===== src/rtl/date_string_tx.sv =====
// date_string_tx: formats a binary year/month/day plus separator select into
// an ASCII date string ("2021.10.26") and streams it out one byte per
// valid/ready transfer.
// Optional build macro DATE_PAD_EN: fixed-width fields with leading '0'
// (YYYY?MM?DD, always 10 bytes). Undefined: no leading zeros.
module date_string_tx #(
    parameter int YEAR_W = 14
) (
    input  logic              clk,
    input  logic              reset,
    input  logic              start,
    input  logic [YEAR_W-1:0] year,
    input  logic [3:0]        month,
    input  logic [4:0]        day,
    input  logic [1:0]        sep_sel,
    output logic [7:0]        out_char,
    output logic              out_valid,
    input  logic              out_ready,
    output logic              busy,
    output logic              done,
    output logic              err
);

    typedef enum logic [2:0] {
        IDLE  = 3'd0,
        LOAD  = 3'd1,
        YEAR  = 3'd2,
        SEP1  = 3'd3,
        MONTH = 3'd4,
        SEP2  = 3'd5,
        DAY   = 3'd6
    } state_t;

    state_t            state;
    logic [YEAR_W-1:0] year_r;
    logic [3:0]        month_r;
    logic [4:0]        day_r;
    logic [1:0]        sep_r;
    logic [15:0]       y_bcd;
    logic [7:0]        m_bcd;
    logic [7:0]        d_bcd;
    logic              m_start;
    logic              d_start;
    logic [1:0]        idx;

    logic              fields_legal;
    logic              xfer;
    logic [3:0]        y_th, y_h, y_t, y_o, d_t, d_o;
    logic [15:0]       y_bcd_c;
    logic [7:0]        m_bcd_c;
    logic [7:0]        d_bcd_c;
    logic [1:0]        y_start_c;
    logic              m_start_c;
    logic              d_start_c;

    // ASCII code of a single decimal digit
    function automatic logic [7:0] digit_char(input logic [3:0] d);
        return 8'h30 + {4'h0, d};
    endfunction

    // Year digit i of four, i = 0 is the thousands digit
    function automatic logic [3:0] year_digit(input logic [15:0] bcd, input logic [1:0] i);
        logic [3:0] d;
        case (i)
            2'd0:    d = bcd[15:12];
            2'd1:    d = bcd[11:8];
            2'd2:    d = bcd[7:4];
            default: d = bcd[3:0];
        endcase
        return d;
    endfunction

    // Separator byte; code 3 never reaches here because it is rejected at start
    function automatic logic [7:0] sep_char(input logic [1:0] s);
        logic [7:0] c;
        case (s)
            2'd0:    c = 8'h2E;
            2'd1:    c = 8'h2D;
            2'd2:    c = 8'h2F;
            default: c = 8'h2E;
        endcase
        return c;
    endfunction

    assign xfer = out_valid && out_ready;

    // Field legality check on the live inputs, used when start is sampled in IDLE
    always_comb begin
        fields_legal = (year != '0) && (year <= YEAR_W'(9999)) &&
                       (month != 4'd0) && (month <= 4'd12) &&
                       (day != 5'd0) && (sep_sel != 2'd3);
    end

    // Binary-to-BCD conversion and first-digit index of the latched fields
    always_comb begin
        y_th    = 4'(year_r / YEAR_W'(1000));
        y_h     = 4'((year_r / YEAR_W'(100)) % YEAR_W'(10));
        y_t     = 4'((year_r / YEAR_W'(10)) % YEAR_W'(10));
        y_o     = 4'(year_r % YEAR_W'(10));
        d_t     = 4'(day_r / 5'd10);
        d_o     = 4'(day_r % 5'd10);
        y_bcd_c = {y_th, y_h, y_t, y_o};
        d_bcd_c = {d_t, d_o};
        if (month_r >= 4'd10) begin
            m_bcd_c = {4'd1, month_r - 4'd10};
        end else begin
            m_bcd_c = {4'd0, month_r};
        end
`ifdef DATE_PAD_EN
        y_start_c = 2'd0;
        m_start_c = 1'b0;
        d_start_c = 1'b0;
`else
        if (year_r >= YEAR_W'(1000)) begin
            y_start_c = 2'd0;
        end else if (year_r >= YEAR_W'(100)) begin
            y_start_c = 2'd1;
        end else if (year_r >= YEAR_W'(10)) begin
            y_start_c = 2'd2;
        end else begin
            y_start_c = 2'd3;
        end
        m_start_c = (month_r < 4'd10);
        d_start_c = (day_r < 5'd10);
`endif
    end

    // Control FSM; every output is registered and idx walks digits MSD first
    always_ff @(posedge clk or posedge reset) begin
        if (reset) begin
            state     <= IDLE;
            out_char  <= 8'h00;
            out_valid <= 1'b0;
            busy      <= 1'b0;
            done      <= 1'b0;
            err       <= 1'b0;
            year_r    <= '0;
            month_r   <= 4'd0;
            day_r     <= 5'd0;
            sep_r     <= 2'd0;
            y_bcd     <= 16'h0000;
            m_bcd     <= 8'h00;
            d_bcd     <= 8'h00;
            m_start   <= 1'b0;
            d_start   <= 1'b0;
            idx       <= 2'd0;
        end else begin
            done <= 1'b0;
            err  <= 1'b0;
            case (state)
                IDLE: begin
                    out_valid <= 1'b0;
                    if (start) begin
                        if (fields_legal) begin
                            year_r  <= year;
                            month_r <= month;
                            day_r   <= day;
                            sep_r   <= sep_sel;
                            busy    <= 1'b1;
                            state   <= LOAD;
                        end else begin
                            err <= 1'b1;
                        end
                    end
                end
                LOAD: begin
                    y_bcd     <= y_bcd_c;
                    m_bcd     <= m_bcd_c;
                    d_bcd     <= d_bcd_c;
                    m_start   <= m_start_c;
                    d_start   <= d_start_c;
                    idx       <= y_start_c;
                    out_char  <= digit_char(year_digit(y_bcd_c, y_start_c));
                    out_valid <= 1'b1;
                    state     <= YEAR;
                end
                YEAR: begin
                    if (xfer) begin
                        if (idx == 2'd3) begin
                            out_char <= sep_char(sep_r);
                            state    <= SEP1;
                        end else begin
                            idx      <= idx + 2'd1;
                            out_char <= digit_char(year_digit(y_bcd, idx + 2'd1));
                        end
                    end
                end
                SEP1: begin
                    if (xfer) begin
                        idx      <= {1'b0, m_start};
                        out_char <= digit_char(m_start ? m_bcd[3:0] : m_bcd[7:4]);
                        state    <= MONTH;
                    end
                end
                MONTH: begin
                    if (xfer) begin
                        if (idx[0]) begin
                            out_char <= sep_char(sep_r);
                            state    <= SEP2;
                        end else begin
                            idx      <= 2'd1;
                            out_char <= digit_char(m_bcd[3:0]);
                        end
                    end
                end
                SEP2: begin
                    if (xfer) begin
                        idx      <= {1'b0, d_start};
                        out_char <= digit_char(d_start ? d_bcd[3:0] : d_bcd[7:4]);
                        state    <= DAY;
                    end
                end
                DAY: begin
                    if (xfer) begin
                        if (idx[0]) begin
                            out_valid <= 1'b0;
                            busy      <= 1'b0;
                            done      <= 1'b1;
                            state     <= IDLE;
                        end else begin
                            idx      <= 2'd1;
                            out_char <= digit_char(d_bcd[3:0]);
                        end
                    end
                end
                default: begin
                    out_valid <= 1'b0;
                    busy      <= 1'b0;
                    state     <= IDLE;
                end
            endcase
        end
    end

endmodule


===== config.mk =====
export PLATFORM = sky130hd
export DESIGN_NAME = date_string_tx
export DESIGN_NICKNAME = d
export VERILOG_FILES = /design/src/rtl/date_string_tx.sv
export SDC_FILE = /design/constraint.sdc
export NUM_CORES = 1
export LEC_CHECK = 0
export ABC_AREA = 1
export CORE_MARGIN = 5
export CORE_UTILIZATION = 60
export CTS_CLUSTER_DIAMETER = 40
export DETAILED_ROUTE_END_ITERATION = 12
export MAX_ROUTING_LAYER = met4
export PLACE_DENSITY = 0.89
export SYNTH_ARGS = -nofsm -noshare
export SYNTH_HDL_FRONTEND = slang
export SYNTH_SLANG_ARGS = --single-unit

===== constraint.sdc =====
create_clock -name clk -period 8.2 [get_ports clk]
set_input_delay 2.46 -clock clk [delete_from_list [all_inputs] [get_ports clk]]
set_output_delay 2.46 -clock clk [all_outputs]
set_load 0.1 [all_outputs]

Word-level counts from Yosys, hierarchy flattened
Cells that the tools add are included.
W data, S select, Z words.
{ "word_totals": {"register_bits": 76, "out_inout_bits": 12, "inputBits": 29} }
{ "classes": {"order_cmp": 8, "reduce_logical": 24, "add_sub_neg": 8, "n_bitwise": 2, "div": 8, "muxes": 52, "eq_ne": 28} }
{ "ops": {"columns": ["op", "n"], "rows": [
  ["$mux W8", 7],
  ["$pmux W8 S6", 1],
  ["$add A6 B4 Y7 const A", 6],
  ["$mod A14 B4 Y14 const B", 3],
  ["$mux W3", 10],
  ["$ne A2 B2 Y1 const B", 14],
  ["$mux W4", 6],
  ["$pmux W4 S3", 2],
  ["$pmux W3 S7", 1],
  ["$mux W2", 8],
  ["$div A14 B10 Y14 const B", 1],
  ["$div A14 B4 Y14 const B", 1],
  ["$div A14 B7 Y14 const B", 1],
  ["$ge A14 B10 Y1 const B", 1],
  ["$ge A14 B4 Y1 const B", 1],
  ["$ge A14 B7 Y1 const B", 1],
  ["$le A14 B14 Y1 const B", 1],
  ["$reduce_and A7 Y1", 2],
  ["$reduce_bool A14 Y1", 1],
  ["$mux W1", 11],
  ["$pmux W2 S5", 1],
  ["$reduce_and A10 Y1", 1],
  ["$reduce_bool A5 Y1", 2],
  ["$eq A3 B3 Y1 const B", 3],
  ["29 further kinds", 44]
]} }

Depth between registers and ports, before layout
Gate-level depths: netlist (run 1).
{ "logic_depth": {"ltp_word": 10, "mapped_depth": 58, "ltp_nobuf": 57} }

Least setup slack after synthesis (run 1)
No wires, ideal clock.
{ "synth_timing": {"kind": "register to register", "start": "reg year_r[10]", "end": "reg out_char[3]", "stages_incl_launch_ff": 53, "slack_ns": 3.203, "t_required_ns": 8.077, "path_buffers": 1, "synth_period_minus_slack_ns": 4.997, "arrival_ns": 4.874, "setup_time_ns": 0.123, "cell_sequence": "dfrtp_1 -> nor2_4 -> nand2_4 -> nand2_8 -> nor2_8 -> a21oi_4 -> nand3_2 -> nand3_2 -> nand2_4 -> nand2_2 -> nand2_4 -> inv_4 -> nand3_4 -> nand2_2 -> nand2_4 -> nand2_4 -> nand2_4 -> nor2_4 -> (+17 left out) -> nand2_2 -> nand2_4 -> nand2_1 -> nand2_1 -> inv_1 -> nand3_2 -> nand4_2 -> o21ai_2 -> nand2_1 -> and2_1 -> ha_1 -> xnor2_1 -> nand2_1 -> nand2_1 -> a21oi_1 -> nand2_1 -> nand2_1 -> a21oi_2"} }
{ "synth_between": {"elab_chain_cells": 9, "word_cells_on_any_way": 19, "cone_classes": "add/sub (1); div (6); order compare (3); eq/ne (2); mux (6); reduce/logical (1)"} }
{ "synth_lines": {"columns": ["element", "line_no", "text"], "rows": [
  ["start: declaration", "35", "logic [YEAR_W-1:0] year_r;"],
  ["start signal: assignment", "155", "year_r <= year;"],
  ["branches (longest 5 deep; another with $div A14 B4 Y14)", null, null],
  ["$pmux W4 S3 (*)", "64", "case (i)"],
  ["$mux W4 (*)", "150", "case (state)"],
  ["$add A6 B4 Y7 (*)", "58", "return 8'h30 + {4'h0, d};"],
  ["$pmux W8 S6 (*)", "150", null],
  ["end signal: assignment", "173", "out_char <= digit_char(year_digit(y_bcd_c, y_start_c));"],
  ["end signal: assignment", "180", "out_char <= sep_char(sep_r);"],
  ["end signal: assignment", "184", "out_char <= digit_char(year_digit(y_bcd, idx + 2'd1));"],
  ["end: declaration", "16", "output logic [7:0] out_char,"]
]} }
Every way passes the cells marked *. The select of a mux whose other input is x is not followed.
A chain may end at the register's enable or synchronous reset.

Worst setup path after layout (run 1)
{ "layout_timing": {"start": "reg year_r[9]", "end": "reg out_char[3]"} }
Same word-level chain as after synthesis.

==> results by group, run 1 <==
Place
  – GP Congestion: 0.926
  – Hpwl dp: between 10 and 15 mm
  – Input/output buffers: 38
  – Pre-CTS setup slack: around 2.4 ns

STA
  – Setup TNS Final: 0 ns
  – Crit share post-route: 0.712
  – Final Hold Violating Endpoints: 0
  – Slew margin rel.: 0.343
  – Setup violators final: 0
  – Slew Limit Fails: 0
  – Final setup margin: 2.36 ns
  – Unrepaired setup endpoints after global routing: no
  – Clock Skew: 0.00397 ns
  – Worst-Margin Slew: around 1 ns
  – Fmax: 171 MHz
  – Fin crit period: between 5 and 6 ns

Worst setup path
  – Worst reg-to-reg path cell count: 49
  – CP max-delay cell: dfrtp_1
  – CP Launch Type: flip-flop
  – Crit-path max FO: 11
  – Largest stage delay, worst path: 0.58 ns
  – RR Endpoint: out_char[3]
  – Critical path capture point type: flip-flop
  – R2R Path Start: year_r[9]
  – R2R Setup Slk: approximately 2.4 ns
  – CP arrival: 6.06 ns
  – CP Class: reg -> reg
  – Critical Path RT: 8.41 ns

Detailed routing
  – Routed WL: 16.2 mm
  – Top layer in use: met4
  – DRC: 0
  – Final ANT Viol Nets: 0
  – Drt pass-1 iters: 5
  – Routed wire per std cell: about 13 um
  – Initial DRC Count: 515
  – Routed length on met3: 1.07 mm
  – Routed length on met1: 7.36 mm
  – Vias per cell: between 5 and 6
  – Total vias in the final route: 6,772
  – Met2 wire length: roughly 7.6 mm

Synth
  – Yosys cell types: 63
  – Mapped cell area: 0.00694 sq mm
  – Most instantiated library cell after synthesis: nand2_1
  – Synth Instances: between 1,000 and 1,500
  – Seq/Total Area, Yosys: 0.249
  – Synth top area cells: dfrtp_1 (25%), nand2_1 (15%), inv_1 (7.5%), nand3_1 (5.3%), nor2_1 (4.9%)
  – Ys flop type: dfrtp_1
  – Synth async-reset ratio: 1.00
  – Synth cell count leaders: nand2_1 (283), inv_1 (139), nor2_1 (90)
  – Seq cells post-synth: 69
  – Post-synth EDFFs: 0
  – Syn avg cell area: between 6 and 7 sq um
  – Top cell type's share of synthesized area: 0.249
  – Warnings from Yosys: 0
  – Dominant cell type by area after synthesis: dfrtp_1

Outcome
  – Status: finished clean

Global routing
  – Initial antenna violation count: 0
  – Total track usage: 0.242
  – Global route total overflow: 0
  – Vias in the first global route: 6,188
  – Largest net degree at the start of global routing: 70
  – First-pass GRT wire length: around 28 mm

Clock tree
  – Max clock buf depth: 2
  – CTS Sinks: 69
  – CTS Hold Bufs: 0
  – Postcts setup bufs: 0
  – CTS tree: yes
  – Num CTS Buffers: 9
  – # H-tree levels: 3
  – Clock transition at path regs: 0.05 ns
  – Clock Tree Root: clkbuf_16
  – Worst skew pair latency: approximately 0.33 ns
  – PostCTS Resize Cnt: 0

Power and ir drop
  – Worst IR drop on VDD: roughly 130 uV
  – Cell Pwr Density: 96.5 mW/mm^2
  – Tot Pwr: 0.739 mW
  – Leak: 3.94 nW

Die
  – CORE AREA: 0.0114 sq mm
  – Initial Util: 0.610
  – Chip Height: between 100 and 150 um
  – DIE AREA: 0.0138 sq mm
  – Row Count: 39
  – IO Count: 41
  – Die X: 118 um

Cells and area
  – Fraction of layout cells with a size suffix above 1: 0.154
  – Final nets: between 1,000 and 1,500
  – Area Growth Syn to Fin: 10.4%
  – Antenna diodes: 0

Worst hold path
  – Hold path cells: 1
  – Hold EP: out_char[5]
  – Hold_sp: out_char[5]
  – Hold Crit Class: reg -> reg

Job
  – Max Cap Viol: 0
## layer usage
| layer | up-vias | track usage |
|---|---|---|
| li1 | 3458 | - |
| met1 | 3061 | 0.323 |
| met2 | 217 | 0.382 |
| met3 | 36 | 0.0485 |
| met4 | 0 | 0.0545 |
| met5 | - | - |
## cell families (layout without fill, tap and decap cells)
group,after synthesis,after routing,share of synthesized area
simple gates,586,586,0.420
fa+ha+maj,19,19,0.0343
mux,3,3,0.00469
other cells,1,2,0.000540
xor+xnor,28,28,0.0375
buf+inv,192,224,0.114
flops,69,69,0.249
compound gates,163,163,0.139
## report_power, final
part           switching [mW]  internal (mW)  leakage (nW)  total [mW]
combinational          0.0169         0.0136          2.91      0.0305
clock                   0.134          0.234         0.144       0.368
sequential                  0          0.341         0.886       0.341
## worst max-delay path: cells and delay by family, from the launching register on
kind,cells,cell delay (ns)
AOI/OAI and AO/OA,4,0.61
xor gates and xnor gates,1,0.12
DFF,1,0.58
buffers and inverters,2,0.25
adders and majority gates,1,0.19
and+or+nand+nor,41,3.94
## registers in the layout, indices dropped and copies added, names as in the netlist
| register | flops |
|---|---|
| busy | 1 |
| d_bcd | 6 |
| d_start | 1 |
| day_r | 5 |
| done | 1 |
| err | 1 |
| idx | 2 |
| m_bcd | 5 |
| m_start | 1 |
| month_r | 4 |
| out_char | 6 |
| out_valid | 1 |
| sep_r | 2 |
| state | 3 |
| y_bcd | 16 |
| year_r | 14 |
## cells in the final DEF, fill, tap and decap left out, drive strengths merged, types with 9 or more instances in the layout
| master | netlist | final |
|---|---|---|
| nand3 | 94 | 94 |
| nor2 | 108 | 108 |
| dfrtp | 69 | 69 |
| inv | 165 | 165 |
| clkbuf | 14 | 13 |
| xor2 | 19 | 19 |
| o21ai | 81 | 81 |
| ha | 19 | 19 |
| clkdlybuf4s50 | 0 | 38 |
| a21oi | 52 | 52 |
| xnor2 | 9 | 9 |
| nand2 | 344 | 344 |
| nand4 | 23 | 23 |
## cell type report
cell class / count / area (sq um)
timing repair buffer: 41 / 403
multi-input combinational: 801 / 4420
fill: 956 / 3710
tap: 143 / 179
clock inverter: 1 / 5.00
sequential: 69 / 1730
inverter: 169 / 644
clock buffer: 13 / 280
## per-stage QoR
step | cell area [sq um] | hold slack [ns] | utilization | instances
3_3_place_gp | 7370 | 0.453 | 0.649 | 1223
3_5_place_dp | 7370 | 0.468 | 0.649 | 1223
6_report | 7660 | 0.480 | 0.674 | 1237
4_1_cts | 7660 | 0.480 | 0.674 | 1237
2_1_floorplan | 6940 | 0.438 | - | 1062
5_1_grt | 7660 | 0.496 | 0.674 | 1237
## worst max-delay path by stage
stage | start | end | slack (ns)
2_1_floorplan | year_r[10] | out_char[3] | 3.20
4_1_cts | year_r[9] | out_char[3] | 2.35
3_3_place_gp | year_r[9] | out_char[3] | 2.59
6_report | year_r[9] | out_char[3] | 2.36
3_5_place_dp | year_r[9] | out_char[3] | 2.38
5_1_grt | year_r[9] | out_char[3] | 1.73
No activity file was read; power rests on OpenSTA's default activity.
==> run 2: changes to the inputs <==
==> constraint.sdc (replaced) <==
create_clock -name clk -period 6.1 [get_ports clk]
set_input_delay 1.83 -clock clk [delete_from_list [all_inputs] [get_ports clk]]
set_output_delay 1.83 -clock clk [all_outputs]
set_load 0.1 [all_outputs]
==> run 2 against run 1 <==
Sequential power is 34% higher. Clock skew rose by 0.0081 ns. Maximum frequency up 2.0%. Register-to-register slack worse by 2.0 ns. Highest routed layer unchanged. Critical path type unchanged. Die area did not move. Final area is 5.2% higher.
==> results by group, run 2 (synthesized netlist as in run 1, its figures left out) <==
STA
  – Fin crit period: 5.73 ns (-0.114 ns)
  – Hold WS: 0.471 ns (-0.00939 ns)
  – Fmax: 175 MHz (+2.0%)
  – Slew Limit Fails: 0 (unchanged)
  – Setup violators final: 0 (unchanged)
  – Clock Skew: 0.0120 ns (+0.00805 ns)
  – Crit share post-route: 0.939 (+0.227)
  – Final Hold Violating Endpoints: 0 (unchanged)
  – Slew margin rel.: 0.344 (+0.00129)
  – Worst-Margin Slew: 0.981 ns (+0.00772 ns)

Die
  – Die X: 118 um (unchanged)
  – CORE AREA: 0.0114 sq mm (unchanged)
  – Chip Height: 118 um (unchanged)
  – Initial Util: 0.610 (unchanged)
  – Row Count: 39 (unchanged)
  – DIE AREA: 0.0138 sq mm (unchanged)
  – IO Count: 41 (unchanged)

Job
  – Max Cap Viol: 0 (unchanged)

Global routing
  – First-pass GRT wire length: 29.1 mm (+3.9%)
  – Largest net degree at the start of global routing: 49 (-30%)
  – Global route total overflow: 0 (unchanged)
  – Total track usage: 0.251 (+0.00948)
  – Vias in the first global route: 6,429 (+3.9%)
  – Initial antenna violation count: 0 (unchanged)

Worst setup path
  – CP Launch Type: flip-flop
  – CP max-delay cell: dfrtp_2
  – CP Class: reg -> reg
  – Most frequent CP cell: nand2_1
  – R2R Path Start: year_r[10]
  – Critical Path RT: 6.36 ns (-2.05 ns)
  – Crit path from: year_r[10]
  – CP arrival: 5.98 ns (-0.08 ns)
  – Crit-path max FO: 8 (-3)
  – Largest stage delay, worst path: 0.49 ns (-0.09 ns)
  – Critical path capture point type: flip-flop

Power and ir drop
  – Worst IR drop on VDD: 176 uV (+40%)
  – Tot Pwr: 1.02 mW (+38%)
  – Cell Pwr Density: 126 mW/mm^2 (+31%)
  – Leak: 4.07 nW (+3.3%)

Cells and area
  – Most common cell after layout, fill and taps aside: nand2_1
  – Biggest register: y_bcd
  – Max FFs per register: 16 (unchanged)
  – Most frequent cells in the layout: nand2_1 (275), inv_1 (137), nor2_1 (89)
  – Antenna diodes: 0 (unchanged)
  – Final nets: 1,162 (+2.0%)
  – Largest regs: y_bcd: 16 flops, year_r: 14 flops
  – Fillers: 875 (-8.5%)
  – Area Growth Syn to Fin: 16.2%
  – Fraction of layout cells with a size suffix above 1: 0.194 (+0.0394)
  – Finished Cell Area: 0.00806 sq mm (+5.2%)

Place
  – Placed inst area: 0.00739 sq mm (+0.20%)
  – Hpwl dp: 13.1 mm (+3.6%)
  – Input/output buffers: 38 (unchanged)
  – GP Congestion: 0.927 (+0.14%)

Clock tree
  – Clock Tree Root: clkbuf_16
  – CTS tree: yes
  – Max clock buf depth: 2 (unchanged)
  – Worst skew pair latency: 0.34 ns (about the same)
  – Clock transition at path regs: 0.06 ns (about the same)
  – Num CTS Buffers: 9 (unchanged)
  – # H-tree levels: 3 (unchanged)
  – CTS Sinks: 69 (unchanged)
  – CTS Hold Bufs: 0 (unchanged)

Worst hold path
  – Hold_sp: out_char[5]
  – Hold Crit Class: reg -> reg

Outcome
  – Status: finished clean

Detailed routing
  – Total vias in the final route: 7,103 (+4.9%)
  – Drt pass-1 iters: 6 (+1)
  – DRC: 0 (unchanged)
  – Vias per cell: 5.63 (+2.8%)
  – Initial DRC Count: 670 (+30%)
  – Routed WL: 18.3 mm (+12%)
  – Routed wire per std cell: 14.5 um (+10%)
  – Final ANT Viol Nets: 0 (unchanged)
==> run 2: cell types whose count changed in the layout (fill, tap and decap cells not counted), sizes merged <==
cell / before / now
clkinv: 5 / 9
clkbuf: 13 / 9
bufinv: 0 / 1
inv: 165 / 164
clkinvlp: 0 / 2
buf: 3 / 26
==> run 2: where the power goes <==
part	switching, mW	internal (mW)	leakage (nW)	total (mW)
Sequential	0	0.458	0.882	0.458
Clock	0.203	0.314	0.145	0.517
Combinational	0.0237	0.0183	3.05	0.0420
==> run 2: metal layers <==
layer	wire (um)	GRT usage
met5	0	-
met4	394	0.0846
met3	1290	0.0476
met2	8880	0.395
met1	7720	0.327
==> run 2: final cells by class <==
type | instances | area [sq um] | area share
Multi-Input combinational cell | 801 | 4600 | 0.571
Tap cell | 143 | 179 | 0.0222
Timing Repair Buffer | 64 | 601 | 0.0745
Clock inverter | 7 | 66.3 | 0.00823
Inverter | 169 | 653 | 0.0810
Clock buffer | 9 | 225 | 0.0279
Sequential cell | 69 | 1730 | 0.215
==> run 2: timing repair <==
| item | CTS | global route |
|---|---|---|
| endpoints found under the setup margin | 0 | 9 |
| buffers inserted | 0 | 21 |
| resized for setup | 0 | 43 |
==> run 2: worst max-delay path, delay by kind of cell, from the launching register on <==
kind	cells	cell delay, ns
compound gates	8	1.09
fa+ha+maj	1	0.19
simple gates	28	2.90
xor+xnor	2	0.48
flops	1	0.49
buf+inv	4	0.46
==> run 2: per-stage QoR <==
step	instances	setup slack [ns]	util	setup TNS [ns]
4_1_cts	1241	0.168	0.676	0
3_3_place_gp	1225	0.495	0.650	0
2_1_floorplan	1062	1.10	-	0
3_5_place_dp	1225	0.209	0.650	0
6_report	1262	0.372	0.709	0
5_1_grt	1262	-0.105	0.709	-0.173
==> run 2: worst paths after layout <==
kind / end / slack (ns) / depth (start not counted)
setup / recovery: out_char[3] / 0.37 / 43
hold / removal: out_char[5] / 0.47 / 1
setup reg to reg: out_char[3] / 0.37 / 43
hold reg to reg: out_char[5] / 0.47 / 1
max in group asynchronous: y_bcd[4] / 3.17 / 3
min in group asynchronous: d_bcd[5] / 2.02 / 2
==> RTL edit: new RTL, flow settings as in run 2 <==
Change the parameter `YEAR_W` from 14 to 10.
--- a/src/rtl/date_string_tx.sv
+++ b/src/rtl/date_string_tx.sv
@@ -4,7 +4,7 @@
 // Optional build macro DATE_PAD_EN: fixed-width fields with leading '0'
 // (YYYY?MM?DD, always 10 bytes). Undefined: no leading zeros.
 module date_string_tx #(
-    parameter int YEAR_W = 14
+    parameter int YEAR_W = 10
 ) (
     input  logic              clk,
     input  logic              reset,
Interface: changed (resized year); port bits go from 41 to 37. The function was not compared with the original's and may differ.
==> RTL edit against run 2 <==
Cell count decreased by 33%. Cell area shrank 32%. Synthesized area decreased by 30%. Setup slack gained 0.35 ns. Sequential cell count shrank 7. First-iteration DRC count down 52%. Routed wire length down 33%. Die area shrank 28%. Critical endpoint is now out_char[1]. Largest cell class unchanged.
Power is not shown: default switching activity piles up to over one toggle a cycle in this logic, so the estimate is an artifact.
==> RTL edit: results (changes against run 2) <==
| Metric | Value |
|---|---|
| Post-DP HPWL | `9370 um (-28%)` |
| Max-cap violation count | `0 (unchanged)` |
| 1st-iter DRT viols | `322 (-52%)` |
| Worst r2r path cells | `42 (-2.3%)` |
| FMAX | `0.186 GHz (+6.6%)` |
| Crit Path Max Fanout | `9 (+1)` |
| Register area share after synthesis | `0.319 (+0.0699)` |
| Pre-CTS WS | `0.843 ns (+0.634 ns)` |
| Slowest cell on crit path | `dfrtp_1` |
| Slew Limit Headroom | `0.238 (-0.105)` |
| Layout cell share with drive strength beyond 1 | `0.102 (-0.0922)` |
| # port buffers | `34 (-11%)` |
| Via count | `4888 (-31%)` |
| Status | `completed` |
| Setup Skew | `0.0103 ns (-0.00168 ns)` |
| Critical Path Start | `year_r[8]` |
| Reg2reg end | `out_char[1]` |
| Number of global-route vias before repair | `4739 (-26%)` |
| Total GRT Usage | `0.262 (+0.0107)` |
| Reg-to-reg setup timing slack | `0.73 ns (+0.35 ns)` |
| Ranking of synthesized cells by instance count | `161 x nand2_1, 100 x inv_1, 76 x nor2_1` |
| Largest net degree at the start of global routing | `63 (+29%)` |
| Netlist cell types | `51 (-19%)` |
| Top flop regs | `y_bcd: 13 flops, year_r: 10 flops` |
| Worst path arrival time | `5.61 ns (-0.37 ns)` |
| Layout fillers | `641 (-27%)` |
| # nets final | `787 (-32%)` |
==> RTL edit: cell count changes in the layout (fill, tap and decap cells not counted), sizes merged, moves of 7 or more <==
cell	delta
nand3	-41
o21ai	-26
inv	-55
dfrtp	-7
a21oi	-13
buf	-23
nand4	-13
nor2	-26
xor2	-9
nand2	-155
==> RTL edit: cell type report <==
type                    instances  area [um2]  area share
repair buffers                 37         363      0.0663
multi-input cells             523        2830       0.517
clock buffers                  11         141      0.0258
inverters                     110         414      0.0756
clock inverters                 4        47.5     0.00868
flip-flops and latches         62        1550       0.283
well taps                     102         128      0.0233
==> RTL edit: worst min-delay path by stage <==
stage | slack (ns) | end | from | depth (start not counted)
5_1_grt | 0.48 | out_char[5] | out_char[5] | 1
6_report | 0.47 | out_char[5] | out_char[5] | 1
3_5_place_dp | 0.46 | out_char[5] | out_char[5] | 1
4_1_cts | 0.47 | out_char[5] | out_char[5] | 1
2_1_floorplan | 0.44 | m_bcd[0] | m_bcd[0] | 2
3_3_place_gp | 0.45 | out_char[5] | out_char[5] | 1
==> RTL edit: worst max-delay path: cells and delay by family, from the launching register on <==
kind / cells / cell delay (ns)
simple gates: 31 / 3.46
buf+inv: 7 / 0.56
compound gates: 3 / 0.56
fa+ha+maj: 1 / 0.16
flops: 1 / 0.50
==> RTL edit: through the flow <==
step                area, um2  cells
floorplan                4870    709
global placement         5290    834
detailed placement       5290    834
CTS                      5480    849
global route             5480    849
finish                   5480    849
==> RTL edit: cells by family after synthesis <==
group,synth area share
XOR/XNOR,0.0252
AND/OR/NAND/NOR,0.340
flip-flops,0.319
buffers and inverters,0.101
other,0.000770
AO/OA/AOI/OAI,0.166
adder cells (fa/ha/maj),0.0488
==> RTL edit: layer usage <==
| metal | vias to the layer above | track usage | part of all wire |
|---|---|---|---|
| met1 | 2262 | 0.339 | 0.42 |
| met3 | 30 | 0.0556 | 0.089 |
| met5 | - | - | 0 |
| li1 | 2375 | - | - |
| met4 | 0 | 0.0694 | 0.017 |
| met2 | 221 | 0.421 | 0.47 |
